--- src/rtl/seq_divider_pkg.sv ---
// Shared types and constants for the sequential restoring divider.
package seq_divider_pkg;

  typedef enum logic [1:0] {
    ST_IDLE = 2'd0,
    ST_RUN  = 2'd1,
    ST_DONE = 2'd2
  } state_e;

  localparam int DEF_WIDTH_IN = 8;

  // One restoring iteration per dividend bit.
  function automatic int iter_count(input int width_in);
    return 2 * width_in;
  endfunction

  localparam int DEF_ITERS = iter_count(DEF_WIDTH_IN);

endpackage

--- src/rtl/seq_divider_div_step.sv ---
// Single restoring-division iteration: shift in one dividend bit, compare, conditionally subtract.
module div_step #(
  parameter int width_in = 8
) (
  input  logic [width_in-1:0] rem_in,
  input  logic                bit_in,
  input  logic [width_in-1:0] divisor,
  output logic [width_in-1:0] rem_out,
  output logic                q_bit
);

  logic [width_in:0] partial;

  always_comb begin
    partial = {rem_in, bit_in};
    q_bit   = (partial >= {1'b0, divisor});
    // The difference is below the divisor whenever q_bit is set, so the low bits are exact.
    rem_out = q_bit ? (partial[width_in-1:0] - divisor) : partial[width_in-1:0];
  end

endmodule

--- src/rtl/seq_divider.sv ---
// Sequential unsigned divider, 2*width_in-bit dividend by width_in-bit divisor, one bit per clock.
// Optional divide-by-zero shortcut and div_zero flag: define SEQ_DIV_ZERO_CHK_EN.
module seq_divider
  import seq_divider_pkg::*;
#(
  parameter int width_in = DEF_WIDTH_IN
) (
  input  logic                  clk,
  input  logic                  aclr_n,
  input  logic                  start,
  input  logic [2*width_in-1:0] dividend,
  input  logic [width_in-1:0]   divisor,
  output logic                  busy,
  output logic                  done,
  output logic [2*width_in-1:0] quotient,
  output logic [width_in-1:0]   remainder
`ifdef SEQ_DIV_ZERO_CHK_EN
  ,
  output logic                  div_zero
`endif
);

  localparam int QW    = 2 * width_in;
  localparam int ITERS = iter_count(width_in);
  localparam int CNT_W = $clog2(ITERS);
  localparam logic [CNT_W-1:0] LAST_CNT = CNT_W'(ITERS - 1);

  state_e               state_q, state_d;
  logic [CNT_W-1:0]     cnt_q, cnt_d;
  logic [width_in-1:0]  rem_q, rem_d;
  logic [QW-1:0]        dvd_q, dvd_d;   // dividend bits shift out, quotient bits shift in
  logic [width_in-1:0]  dvs_q, dvs_d;
  logic [QW-1:0]        quo_q, quo_d;
  logic [width_in-1:0]  rmd_q, rmd_d;
  logic [width_in-1:0]  step_rem;
  logic                 step_q;

  div_step #(.width_in(width_in)) u_step (
    .rem_in  (rem_q),
    .bit_in  (dvd_q[QW-1]),
    .divisor (dvs_q),
    .rem_out (step_rem),
    .q_bit   (step_q)
  );

`ifdef SEQ_DIV_ZERO_CHK_EN
  logic dz_q, dz_d;
`endif

  always_comb begin
    // NOTE: every variable gets a default first so no path leaves it unassigned (no latches).
    state_d = state_q;
    cnt_d   = cnt_q;
    rem_d   = rem_q;
    dvd_d   = dvd_q;
    dvs_d   = dvs_q;
    quo_d   = quo_q;
    rmd_d   = rmd_q;

    unique case (state_q)
      ST_IDLE, ST_DONE: begin
        if (start) begin
          state_d = ST_RUN;
          dvd_d   = dividend;
          dvs_d   = divisor;
          rem_d   = '0;
          cnt_d   = '0;
        end else if (state_q == ST_DONE) begin
          state_d = ST_IDLE;
        end
      end
      ST_RUN: begin
        rem_d = step_rem;
        dvd_d = {dvd_q[QW-2:0], step_q};
        cnt_d = cnt_q + CNT_W'(1);
        if (cnt_q == LAST_CNT) begin
          state_d = ST_DONE;
          quo_d   = {dvd_q[QW-2:0], step_q};
          rmd_d   = step_rem;
        end
`ifdef SEQ_DIV_ZERO_CHK_EN
        if (dvs_q == '0) begin
          state_d = ST_DONE;
          quo_d   = '1;
          rmd_d   = '0;
        end
`endif
      end
      default: state_d = ST_IDLE;
    endcase
  end

`ifdef SEQ_DIV_ZERO_CHK_EN
  // The flag is refreshed on every completion, so a good result clears it.
  always_comb begin
    dz_d = dz_q;
    if (state_q == ST_RUN && state_d == ST_DONE) dz_d = (dvs_q == '0);
  end
`endif

  always_ff @(posedge clk or negedge aclr_n) begin
    if (!aclr_n) begin
      state_q <= ST_IDLE;
      cnt_q   <= '0;
      rem_q   <= '0;
      dvd_q   <= '0;
      dvs_q   <= '0;
      quo_q   <= '0;
      rmd_q   <= '0;
`ifdef SEQ_DIV_ZERO_CHK_EN
      dz_q    <= 1'b0;
`endif
    end else begin
      // NOTE: non-blocking assignments so every flop samples pre-edge values.
      state_q <= state_d;
      cnt_q   <= cnt_d;
      rem_q   <= rem_d;
      dvd_q   <= dvd_d;
      dvs_q   <= dvs_d;
      quo_q   <= quo_d;
      rmd_q   <= rmd_d;
`ifdef SEQ_DIV_ZERO_CHK_EN
      dz_q    <= dz_d;
`endif
    end
  end

  assign busy      = (state_q == ST_RUN);
  assign done      = (state_q == ST_DONE);
  assign quotient  = quo_q;
  assign remainder = rmd_q;
`ifdef SEQ_DIV_ZERO_CHK_EN
  assign div_zero  = dz_q;
`endif

endmodule

--- config.mk ---
export PLATFORM = sky130hd
export DESIGN_NAME = seq_divider
export DESIGN_NICKNAME = d
export VERILOG_FILES = /design/src/rtl/seq_divider_pkg.sv /design/src/rtl/seq_divider_div_step.sv /design/src/rtl/seq_divider.sv
export SDC_FILE = /design/constraint.sdc
export NUM_CORES = 1
export LEC_CHECK = 0
export ABC_AREA = 1
export CAP_MARGIN = 20
export CORE_MARGIN = 4
export CORE_UTILIZATION = 35
export CTS_CLUSTER_SIZE = 30
export DETAILED_ROUTE_END_ITERATION = 8
export GPL_TIMING_DRIVEN = 0
export MAX_ROUTING_LAYER = met4
export SYNTH_ARGS = -nofsm -noshare
export SYNTH_HDL_FRONTEND = slang
export SYNTH_HIERARCHICAL = 1
export SYNTH_SLANG_ARGS = --single-unit
--- constraint.sdc ---
create_clock -name clk -period 2.32 [get_ports clk]
set_clock_uncertainty 0.15 [all_clocks]
set_input_delay 0.58 -clock clk [delete_from_list [all_inputs] [get_ports clk]]
set_output_delay 0.58 -clock clk [all_outputs]
set_load 0.01 [all_outputs]
== Yosys cells after proc, flatten, opt, wreduce, memory -nomap -nowiden ==
Index checks and enable logic that the tools add are counted.

* Add/subtract/negate cells: 2
* Order comparisons: 1
* Equality and inequality tests: 6
* Muxes and demuxes: 11
* Reductions and logical operators: 7

{| class="wikitable"
|+ Operator list
! cell !! count
|-
| one-hot mux 16 bit (2 select lines) || 1
|-
| 2-to-1 mux 16 bit || 1
|-
| 2-to-1 mux 8 bit || 2
|-
| one-hot mux 8 bit (2 select lines) || 1
|-
| >= comparator 9 x 8 -> 1 bit || 1
|-
| one-hot mux 4 bit (2 select lines) || 1
|-
| AND reduction 2 bit || 4
|-
| subtractor 8 bit || 1
|-
| 2-to-1 mux 2 bit || 3
|-
| adder 4 x 1 -> 4 bit, second input constant || 1
|-
| equality test 4 bit, second input constant || 1
|-
| 2-to-1 mux 4 bit || 1
|-
| one-hot mux 2 bit (2 select lines) || 1
|-
| != test 3 bit, second input constant || 1
|-
| equality test 2 x 1 -> 1 bit, second input constant || 1
|-
| equality test 2 bit, second input constant || 1
|-
| zero test 2 bit || 1
|-
| != test 2 x 1 -> 1 bit, second input constant || 1
|-
| != test 2 bit, second input constant || 1
|-
| nonzero test 2 bit || 1
|-
| OR reduction 2 bit || 1
|}

* Flip-flop bits (word level): 62
* Input bits: 27
* Output and inout port bits: 26

== Depth between registers and ports, before layout ==
Gate-level depths: netlist (run 1).

* Word-level depth: 4
* Depth in mapped cells: 13
* Gate-level depth less buffers: 13

== Modules after synthesis ==
Netlist (run 1), hierarchy kept.

{| class="wikitable"
|+ By module, submodules not included
! module !! instances !! cells each !! area each (sq um) !! sequential area each (sq um)
|-
| seq_divider || 1 || 323 || 2622.5 || 1551.5
|-
| div_step || 1 || 109 || 651.9 || 0.0
|}

== Worst setup path before layout (run 1) ==
OpenSTA, ideal clock, no wires.

* Kind: register -> register
* From: reg dvs_q[0]
* To: reg rem_q[4]
* Library setup time: 0.065 ns
* Arrival time: 1.563 ns
* Slack: 0.542 ns
* Cell stages (with the launch flop): 11
* Clock period less this slack: 1.778 ns
* Path through: dfrtp_1 ha_1 fa_1 inv_1 nand3_1 nand3_1 xor2_1 nand2_2 nand2_2 nand2_1 nand2_1

* Cells in the longest elaborated chain, start to end: 3

{| class="wikitable"
|+ Ends and longest elaborated chain
! what !! RTL line !! source
|-
| from (decl) || seq_divider.sv:32 || <nowiki>logic [width_in-1:0] dvs_q, dvs_d;</nowiki>
|-
| from (signal assigned) || seq_divider.sv:119 || <nowiki>dvs_q <= dvs_d;</nowiki>
|-
| subtractor 8 bit or >= comparator 9 x 8 -> 1 bit (tied branches) || seq_divider_div_step.sv:18, seq_divider_div_step.sv:16 ||
|-
| 2-to-1 mux 8 bit * || seq_divider_div_step.sv:18 || <nowiki>rem_out = q_bit ? (partial[width_in-1:0] - divisor) : partial[width_in-1:0];</nowiki>
|-
| via step_rem[4] || seq_divider.sv:35 || <nowiki>logic [width_in-1:0] step_rem;</nowiki>
|-
| one-hot mux 8 bit (2 select lines) * || seq_divider.sv:60 || <nowiki>unique case (state_q)</nowiki>
|-
| to (signal assigned) || seq_divider.sv:117 || <nowiki>rem_q <= rem_d;</nowiki>
|-
| to (decl) || seq_divider.sv:30 || <nowiki>logic [width_in-1:0] rem_q, rem_d;</nowiki>
|}

Mark *: on every way through the listed nets, which the timed path passes. The rest lies on a longest branch.
A chain may end at the register's enable or synchronous reset.

== Final worst setup path (run 1) ==
* From: reg state_q[1]
* To: out busy

* Cells in the longest elaborated chain, start to end: 1

{| class="wikitable"
|+ Ends and longest elaborated chain
! what !! RTL line !! source
|-
| from (decl) || seq_divider.sv:28 || <nowiki>state_e state_q, state_d;</nowiki>
|-
| from (signal assigned) || seq_divider.sv:115 || <nowiki>state_q <= state_d;</nowiki>
|-
| equality test 2 x 1 -> 1 bit || seq_divider.sv:128 || <nowiki>assign busy = (state_q == ST_RUN);</nowiki>
|-
| to (decl) || seq_divider.sv:13 || <nowiki>output logic busy,</nowiki>
|}

No other way between the ends.

==> summary.txt, run 1 <==
Run status
  – Outcome: complete, no violations

Global routing
  – Met2 usage: 23.0%
  – GRT Total Usage: 15.5%
  – Largest net degree at the start of global routing: 63
  – Global-route wire length before repair: 13400 µm
  – Met1 usage: 21.2%
  – Overflow after GRT: 0
  – Initial antenna violation count: 0
  – Vias in the first global route: 2760
  – Most used routing layer: met2
  – GR Layer Usage met3: 3.27%

Floorplanning
  – Chip height: 105 µm
  – Io pins: 53
  – # rows: 35
  – Die area: 11000 µm²
  – Die W: 105 µm
  – Initial core utilization: 35.8%
  – Core ar.: 9150 µm²

Power and ir drop
  – Peak VDD IR: 0.000684 V
  – Net Sw Frac: 44.5%
  – Power Internal: 3.81 mW
  – Flop pwr share: 29.6%
  – Logic pwr share: 55.6%
  – Psw: 3.06 mW
  – P per Cell Area: 1650 nW/µm²
  – Power Total: 6.87 mW
  – Leakage: 2.17 nW
  – Clk pwr share: 14.7%

Cells and area
  – ANT cells: 0
  – Fin cells: 612
  – Share of layout cells above drive strength 1: 11.8%
  – Fillcell total: 952
  – Util after Layout: 45.4%
  – Nets: 534
  – Area Overhead vs Synth: 27.0%
  – Final Cell Area: 4160 µm²
  – Commonest non-fill, non-tap cells in the layout: nand2_1, dfrtp_1, clkdlybuf4s50_1
  – Most common cell after layout, fill and taps aside: nand2_1

Worst setup path
  – Critical-path top delay cell: clkdlybuf4s50_1
  – Crit path arrival time: 1.52 ns
  – Top delay family on crit path: buffers and inverters
  – CP Capture Type: output port
  – WP depth: 3
  – Reg-to-reg endpoint: remainder[5]$_DFFE_PN0P_
  – Max FO, Critical Path: 3
  – Crit Path Class: reg2out
  – Reg2reg setup slack: 0.26 ns
  – CP cell instances: nor2_2 > buf_4 > clkdlybuf4s50_1
  – Crit path buffers/inverters: 2
  – Worst Reg-to-Reg Cells: 12
  – Critical Path Source Type: flip-flop
  – WP data required: 1.59 ns
  – Worst r2r src: dvs_q[6]$_DFFE_PN0P_
  – Max incr delay on CP: 0.53 ns

Timing
  – Worst setup margin: 0.0740 ns
  – F_max: 0.445 GHz
  – Final period util: 96.8%
  – Fin. Hold Viols: 0
  – Max Slew Vio Count: 0
  – Measured slew at the worst slew-check pin: 0.781 ns
  – # setup viols final: 0
  – RSZ-0062 raised after global routing: false
  – Setup TNS: 0 ns
  – Worst slew margin: 48.0%
  – Min Hold Slack: 0.175 ns
  – Tmin final: 2.25 ns

Run
  – Maxcap violations: 0

Placement
  – Post-DP Area: 3930 µm²
  – RD Place Congestion: 0.798
  – Post-DP HPWL: 5660 µm
  – IO Port Bufs: 52
  – Post-place setup slack: 0.143 ns
  – Placed instance count: 595

Logic synthesis
  – Cell taking the most area after synthesis: dfrtp_1
  – Synth top area cells: dfrtp_1, nand2_1, inv_1
  – Syn_area_per_cell: 7.58 µm²
  – Synth Area in Compound Gates: 4.13%
  – Adder-Cell Fraction of Synth Area: 4.05%
  – Synthesized Nets: 469
  – Synth warnings: 6
  – Simple-gate share of the synthesized area: 36.3%
  – Main combinational cell family by area after synthesis: simple AND/OR/NAND/NOR gates
  – Mapped Area: 3270 µm²
  – FF+latch count, synth: 62
  – Sequential area share after synthesis: 47.4%
  – Post-Synth XOR/XNOR Area: 0.802%
  – Share of the synthesized area in the top cell type: 47.4%
  – Synth Instances: 432
  – Netlist cell types: 27
  – Mux share of post-synthesis cell area: 0%

Clock network
  – H-tree levels: 3
  – CTS tree: yes
  – Clock transition at path regs: 0.07 ns
  – Root buffer cell: clkbuf_8
  – Clk_lat worst skew: 0.33 ns
  – Inserted Clock Buffers: 9
  – Clock tree buffer depth: 2
  – Clock sink count: 62

Detailed routing
  – Via count: 2812
  – DRC viols: 0
  – Vias/cell: 4.59
  – WL/cell: 12.6 µm
  – Post-route ant nets: 0
  – Final WL: 7710 µm
  – Iteration-0 DRC Markers: 85
  – Router iterations before antenna repair: 4

Worst hold path
  – Hold/Removal Path Class: in2async
==> synth_stat cells <==
library cell  count
nand2_4           2
nand3_4           1
xnor2_1           2
a21oi_1           3
buf_2             5
nand2_2          18
or2_4             1
dfrtp_1          62
buf_4             4
nor2_2            1
nor2_4            4
nand2_1         215
nand4_1           2
ha_1              9
nand2_8           1
nand3_2           1
clkinv_1          1
xor2_1            1
or2_2             1
clkbuf_1          4
fa_1              1
nor3_2            1
o21ai_0          24
inv_2             2
inv_1            42
nand3_1          17
nor2_1            7
==> worst reg2reg max path: stages, from the launching register on <==
cell     delay, ns
dfrtp_1       0.36
inv_1         0.07
ha_1          0.36
nand2_1       0.09
nand2_1       0.07
nand2_1       0.07
nand2_2       0.06
nor2_4        0.29
nand2_8       0.14
nand2_2       0.08
nand2_1       0.08
nand2_1       0.08
nand2_1       0.05
==> timing repair <==
| action | 4_1_cts | 5_1_grt |
|---|---|---|
| gates resized for setup | 1 | 2 |
| hold endpoints to repair | 0 | 0 |
| hold buffers | 0 | 0 |
| gates cloned | 0 | 0 |
| endpoints found under the setup margin | 1 | 2 |
| buffers inserted | 2 | 0 |
==> layout make-up <==
| cell class | instances | area, µm² | area share [%] |
|---|---|---|---|
| Tap cell | 111 | 139 | 3.34 |
| Timing Repair Buffer | 54 | 536 | 12.9 |
| Buffer | 13 | 72.6 | 1.75 |
| Multi-Input combinational cell | 312 | 1490 | 35.8 |
| Clock inverter | 4 | 72.6 | 1.75 |
| Inverter | 45 | 169 | 4.06 |
| Clock buffer | 11 | 131 | 3.16 |
| Sequential cell | 62 | 1550 | 37.3 |
==> power groups by stage <==
stage	Combinational, mW	Clock [mW]	Sequential, mW
floorplan	2.60	0	2.06
global route	4.38	1.08	2.12
global placement	3.73	0	2.06
CTS	3.87	1.03	2.04
finish	3.82	1.01	2.04
detailed placement	3.82	0	2.06
==> cells by family (layout without fill, tap and decap cells) <==
kind of cell	after synthesis	count (layout)
AO/OA/AOI/OAI	27	27
flip-flops	62	62
buffers and inverters	58	127
AND/OR/NAND/NOR	272	272
XOR/XNOR	3	3
adder cells (fa/ha/maj)	10	10
==> how the worst max path moves through the flow <==
stage                                start                      end
global route        state_q[1]$_DFFE_PN0P_                     busy
finish              state_q[1]$_DFFE_PN0P_                     busy
CTS                 state_q[0]$_DFFE_PN0P_                     busy
floorplan             dvs_q[0]$_DFFE_PN0P_     rem_q[4]$_DFFE_PN0P_
detailed placement                   start    dvd_q[14]$_DFFE_PN0P_
global placement                    aclr_n  quotient[1]$_DFFE_PN0P_
==> routing by layer <==
layer | part of all wire (%) | up-vias
li1 | - | 1440
met1 | 49 | 1300
met4 | 1.1 | 0
met3 | 4.5 | 12
met2 | 46 | 60
met5 | 0 | -
==> sequential cells by signal (all words and copies together), names as in the netlist <==
| signal | cells |
|---|---|
| remainder | 8 |
| state_q | 2 |
| quotient | 16 |
| rem_q | 8 |
| dvs_q | 8 |
| cnt_q | 4 |
| dvd_q | 16 |
No activity file was read; power rests on OpenSTA's default activity.
==> run 2: changes to the inputs <==
==> constraint.sdc (replaced) <==
create_clock -name clk -period 2.32 [get_ports clk]
set_clock_uncertainty 0.15 [all_clocks]
set_input_delay 0.232 -clock clk [delete_from_list [all_inputs] [get_ports clk]]
set_output_delay 0.232 -clock clk [all_outputs]
set_load 0.01 [all_outputs]
==> run 2 against run 1 <==
Clock-buffer cell count unchanged. Cell count decreased by 0.16%. Critical endpoint unchanged. Combinational power decreased by 1%. Global-route usage decreased by 0.067 points. Flip-flop and latch count unchanged. Critical path depth increased by 1. Critical path type unchanged. Via count decreased by 1.1%. Total power decreased by 0.76%. Highest routed layer unchanged. Final area decreased by 0.30%.
==> summary.txt, run 2 (same netlist as run 1, synthesis figures left out) <==
Worst setup path
  – Max FO, Critical Path: 10
  – Reg2reg setup slack: 0.27 ns
  – Crit Path Class: reg2out
  – Crit path arrival time: 1.78 ns
  – WP data required: 1.94 ns
  – Critical Path Source Type: flip-flop
  – CP Capture Type: output port

Global routing
  – GRT Total Usage: 15.4%
  – Global-route wire length before repair: 13400 µm
  – Met1 usage: 21.0%
  – Largest net degree at the start of global routing: 63
  – Vias in the first global route: 2760
  – Initial antenna violation count: 0
  – Met2 usage: 23.0%
  – Overflow after GRT: 0
  – Most used routing layer: met2
  – GR Layer Usage met3: 3.27%

Clock network
  – CTS tree: yes
  – Root buffer cell: clkbuf_8
  – H-tree levels: 3
  – Inserted Clock Buffers: 9
  – Clock tree buffer depth: 2
  – Post-CTS setup buffers: 0
  – Clock transition at path regs: 0.07 ns
  – Clk_lat worst skew: 0.33 ns
  – Clock sink count: 62

Timing
  – Worst setup margin: 0.159 ns
  – Measured slew at the worst slew-check pin: 0.792 ns
  – F_max: 0.463 GHz
  – Tmin final: 2.16 ns
  – RSZ-0062 raised after global routing: false
  – Fin. Hold Viols: 0
  – Worst slew margin: 47.2%
  – Setup TNS: 0 ns
  – Final period util: 93.1%
  – Max Slew Vio Count: 0
  – # setup viols final: 0

Cells and area
  – ANT cells: 0
  – Fillcell total: 955
  – Commonest non-fill, non-tap cells in the layout: nand2_1, dfrtp_1, clkdlybuf4s50_1
  – Share of layout cells above drive strength 1: 11.2%
  – Final Cell Area: 4150 µm²
  – Nets: 533
  – Most common cell after layout, fill and taps aside: nand2_1
  – Area Overhead vs Synth: 26.6%

Run
  – Maxcap violations: 0

Detailed routing
  – Post-route ant nets: 0
  – WL/cell: 12.6 µm
  – Vias/cell: 4.55
  – Router iterations before antenna repair: 4
  – Via count: 2782
  – Iteration-0 DRC Markers: 90
  – DRC viols: 0
  – Final WL: 7670 µm

Power and ir drop
  – Clk pwr share: 14.7%
  – Power Total: 6.82 mW
  – Psw: 3.03 mW
  – Net Sw Frac: 44.4%
  – Logic pwr share: 55.3%
  – Leakage: 2.15 nW
  – Flop pwr share: 30.0%
  – P per Cell Area: 1650 nW/µm²
  – Peak VDD IR: 0.000681 V
  – Power Internal: 3.79 mW

Floorplanning
  – Chip height: 105 µm
  – Die W: 105 µm
  – Initial core utilization: 35.8%
  – # rows: 35
  – Die area: 11000 µm²
  – Io pins: 53
  – Core ar.: 9150 µm²

Placement
  – Post-DP Area: 3930 µm²
  – Post-DP HPWL: 5660 µm
  – Post-place setup slack: 0.277 ns
  – RD Place Congestion: 0.798
  – IO Port Bufs: 52

Worst hold path
  – Hold/Removal Path Class: in2reg

Run status
  – Outcome: complete, no violations
[run 2: cell count changes in the layout (fill, tap and decap cells not counted)]
cell	change
nor2_1	+1
buf_4	-3
dlygate4sd3_1	+1
clkdlybuf4s50_1	+1
nor2_2	-1
dlymetal6s2s_1	-1
buf_2	+1
[run 2: layer usage]
metal	wire [µm]	share of wire (%)
met5	0	0
met1	3850	50
met3	281	3.7
met2	3450	45
met4	82	1.1
[run 2: per-stage QoR]
step	util (%)	hold WS, ns	std cells
6_report	45.3	0.285	611
5_1_grt	45.3	0.288	611
4_1_cts	45.3	0.274	611
3_5_place_dp	43.0	0.230	595
3_3_place_gp	43.0	0.318	595
2_1_floorplan	-	-0.214	432
[run 2: power by group through the flow]
stage | logic, mW | clock network, mW | registers, mW
after global placement | 3.73 | 0 | 2.06
after floorplan | 2.60 | 0 | 2.06
after global routing | 4.34 | 1.08 | 2.12
after CTS | 3.83 | 1.03 | 2.05
after detailed placement | 3.82 | 0 | 2.06
final | 3.77 | 1.00 | 2.04
[run 2: cell type report]
class                           count  area, µm²  share of cell area [%]
Inverter                           45        169                    4.07
Tap cell                          111        139                    3.35
Sequential cell                    62       1550                    37.4
Clock buffer                       11        131                    3.17
Multi-Input combinational cell    312       1480                    35.8
Buffer                             13       70.1                    1.69
Timing Repair Buffer               53        528                    12.7
Clock inverter                      4       72.6                    1.75
[run 2: worst max-delay path: stages, from the launching register on]
cell,delay [ns]
dfrtp_1,0.42
inv_2,0.06
nor2_1,0.14
buf_2,0.26
clkdlybuf4s50_1,0.58
[run 2: worst paths after layout]
kind,start,end,cells after the start
min in group asynchronous,aclr_n,dvs_q[6]$_DFFE_PN0P_,2
setup / recovery,state_q[0]$_DFFE_PN0P_,busy,4
setup reg to reg,dvs_q[6]$_DFFE_PN0P_,remainder[5]$_DFFE_PN0P_,12
hold reg to reg,dvs_q[2]$_DFFE_PN0P_,dvs_q[2]$_DFFE_PN0P_,2
hold / removal,divisor[7],dvs_q[7]$_DFFE_PN0P_,3
max in group asynchronous,aclr_n,dvd_q[0]$_DFFE_PN0P_,2
[run 2: repair_timing]
action / 4_1_cts / 5_1_grt
hold endpoints to repair: 62 / 0
setup endpoints to repair: 0 / 0
hold buffers: 1 / 0
gates resized for setup: 0 / 0
==> run 3: changes to the inputs <==
- CAP_MARGIN: 20 -> 10
- CORE_UTILIZATION: 35 -> 45
- GPL_ROUTABILITY_DRIVEN: not set -> 1
- PLACE_DENSITY: not set -> 0.69
==> run 3 against run 2 <==
Die area decreased by 21%. First-iteration DRC count up 32%. Non-clock buffer count up 1. Largest cell class unchanged. Clock power shrank 12%. Worst setup slack better by 0.017 ns. Sequential share of layout area increased by 0.20 points. Critical path depth unchanged. Sequential power barely moved. Fmax up 0.81%. Highest routed layer unchanged. Critical endpoint unchanged. Flip-flop and latch count unchanged. Combinational power about the same. Global-route usage up 3.3 points. Largest power group unchanged.
==> summary.txt, run 3 (same netlist as run 1, synthesis figures left out) <==
Timing
  – Tmin final: 2.14 ns
  – Final period util: 92.4%
  – Worst setup margin: 0.177 ns
  – # setup viols final: 0
  – Measured slew at the worst slew-check pin: 0.818 ns
  – Worst slew margin: 45.5%
  – RSZ-0062 raised after global routing: false
  – Max Slew Vio Count: 0
  – Fin. Hold Viols: 0
  – F_max: 0.467 GHz

Clock network
  – Post-CTS setup buffers: 0
  – Clk_lat worst skew: 0.34 ns
  – Post_cts resized: 0
  – Inserted Clock Buffers: 9
  – Root buffer cell: clkbuf_8
  – Clock tree buffer depth: 2
  – CTS tree: yes
  – H-tree levels: 3
  – Clock sink count: 62
  – Clock transition at path regs: 0.07 ns

Worst setup path
  – Crit path arrival time: 1.76 ns
  – Crit path buffers/inverters: 3
  – CP Capture Type: output port
  – Reg2reg setup slack: 0.27 ns
  – Max incr delay on CP: 0.57 ns
  – Max FO, Critical Path: 10
  – WP depth: 4
  – WP data required: 1.94 ns
  – Crit Path Class: reg2out
  – Critical Path Source Type: flip-flop
  – Worst Reg-to-Reg Cells: 12
  – CP cell instances: inv_2 > nor2_1 > buf_2 > clkdlybuf4s50_1
  – Worst r2r src: dvs_q[6]$_DFFE_PN0P_
  – Reg-to-reg endpoint: remainder[0]$_DFFE_PN0P_
  – Critical-path top delay cell: clkdlybuf4s50_1
  – Top delay family on crit path: buffers and inverters

Detailed routing
  – WL/cell: 12.2 µm
  – Post-route ant nets: 0
  – Router iterations before antenna repair: 4
  – Iteration-0 DRC Markers: 119
  – Via count: 2818
  – DRC viols: 0
  – Vias/cell: 4.71
  – Final WL: 7320 µm

Floorplanning
  – Die area: 8700 µm²
  – Initial core utilization: 47.2%
  – # rows: 30
  – Core ar.: 6940 µm²
  – Die W: 93.3 µm
  – Io pins: 53
  – Chip height: 93.3 µm

Worst hold path
  – Worst hold stages: 3
  – Hold EP: dvs_q[3]$_DFFE_PN0P_
  – Hold/Removal Path Class: in2reg
  – Origin of the worst min-delay path: divisor[3]

Cells and area
  – Nets: 534
  – Commonest non-fill, non-tap cells in the layout: nand2_1, dfrtp_1, clkdlybuf4s50_1
  – Fin cells: 598
  – Area occupied by registers: 1550 µm²
  – Share of layout cells above drive strength 1: 12.0%
  – Area Overhead vs Synth: 25.9%
  – Most common cell after layout, fill and taps aside: nand2_1
  – ANT cells: 0
  – Area occupied by multi-input gates: 1480 µm²
  – Fillcell total: 653

Placement
  – Placed instance count: 581
  – IO Port Bufs: 52
  – Post-place setup slack: 0.291 ns
  – RD Place Congestion: 0.798
  – Post-DP HPWL: 5430 µm

Global routing
  – Overflow after GRT: 0
  – Vias in the first global route: 2723
  – Initial antenna violation count: 0
  – Global-route wire length before repair: 12500 µm
  – Largest net degree at the start of global routing: 36
  – GRT Total Usage: 18.7%

Power and ir drop
  – Clk pwr share: 13.2%
  – Power Internal: 3.62 mW
  – Flop pwr share: 30.4%
  – Psw: 3.04 mW
  – Logic pwr share: 56.4%
  – Leakage: 2.15 nW
  – Peak VDD IR: 0.000766 V
  – P per Cell Area: 1620 nW/µm²
  – Net Sw Frac: 45.7%

Run status
  – Outcome: complete, no violations

Run
  – Maxcap violations: 0
## run 3: cell types whose count changed in the layout (fill, tap and decap cells not counted)
cell        previous run  this run
clkinv_4               0         3
bufinv_16              2         0
clkbuf_1               6         4
buf_12                 0         1
buf_2                  5         6
buf_4                  5         4
clkbuf_8               9        10
clkinv_2               1         2
clkinvlp_4             1         0
inv_6                  0         1
## run 3: what timing repair did
item	4_1_cts	5_1_grt
endpoints found under the hold margin	34	0
hold buffers	1	0
setup endpoints to repair	0	0
## run 3: through the flow
step / hold WS, ns / setup TNS (ns) / instance area, µm² / util, % / power [mW]
after global placement: 0.315 / -72.32 / 3920 / 56.4 / 5.73
after CTS: 0.273 / 0 / 4120 / 59.4 / 6.73
after floorplan: -0.214 / 0 / 3270 / - / 4.65
after detailed placement: 0.232 / 0 / 3930 / 56.6 / 5.82
final: 0.277 / 0 / 4120 / 59.4 / 6.66
after global routing: 0.291 / 0 / 4120 / 59.4 / 7.32
## run 3: layout make-up
class,count,area share [%]
Buffer,13,1.70
Tap cell,96,2.91
Multi-Input combinational cell,312,36.0
Sequential cell,62,37.6
Clock inverter,6,1.09
Timing Repair Buffer,54,13.2
Clock buffer,10,3.34
Inverter,45,4.10
## run 3: worst reg2reg max path, stage by stage, from the launching register on
cell,delay (ns)
dfrtp_1,0.37
inv_1,0.07
ha_1,0.37
nand2_1,0.09
nand2_1,0.08
nand2_1,0.08
nand2_2,0.06
nor2_4,0.28
nand2_8,0.13
nand2_2,0.07
nand2_1,0.08
nand2_1,0.07
nand2_1,0.05
## run 3: worst max path at each step
stage / from / endpoint / slack (ns)
after floorplan: dvs_q[0]$_DFFE_PN0P_ / rem_q[4]$_DFFE_PN0P_ / 0.54
after global placement: aclr_n / quotient[2]$_DFFE_PN0P_ / -1.17
after detailed placement: dvs_q[6]$_DFFE_PN0P_ / remainder[0]$_DFFE_PN0P_ / 0.29
after CTS: state_q[0]$_DFFE_PN0P_ / busy / 0.16
after global routing: state_q[0]$_DFFE_PN0P_ / busy / 0.02
final: state_q[0]$_DFFE_PN0P_ / busy / 0.18
## run 3: layer usage
layer	track usage (%)	part of all wire [%]
met2	29.1	47
met5	-	0
met4	6.59	1.8
met1	24.2	47
met3	4.02	4.4
## run 3: power by group through the flow
stage	Clock, mW	Combinational (mW)	Sequential, mW
6_report	0.876	3.76	2.03
5_1_grt	0.962	4.26	2.11
4_1_cts	0.897	3.80	2.03
3_5_place_dp	0	3.78	2.04
3_3_place_gp	0	3.69	2.04
2_1_floorplan	0	2.60	2.06
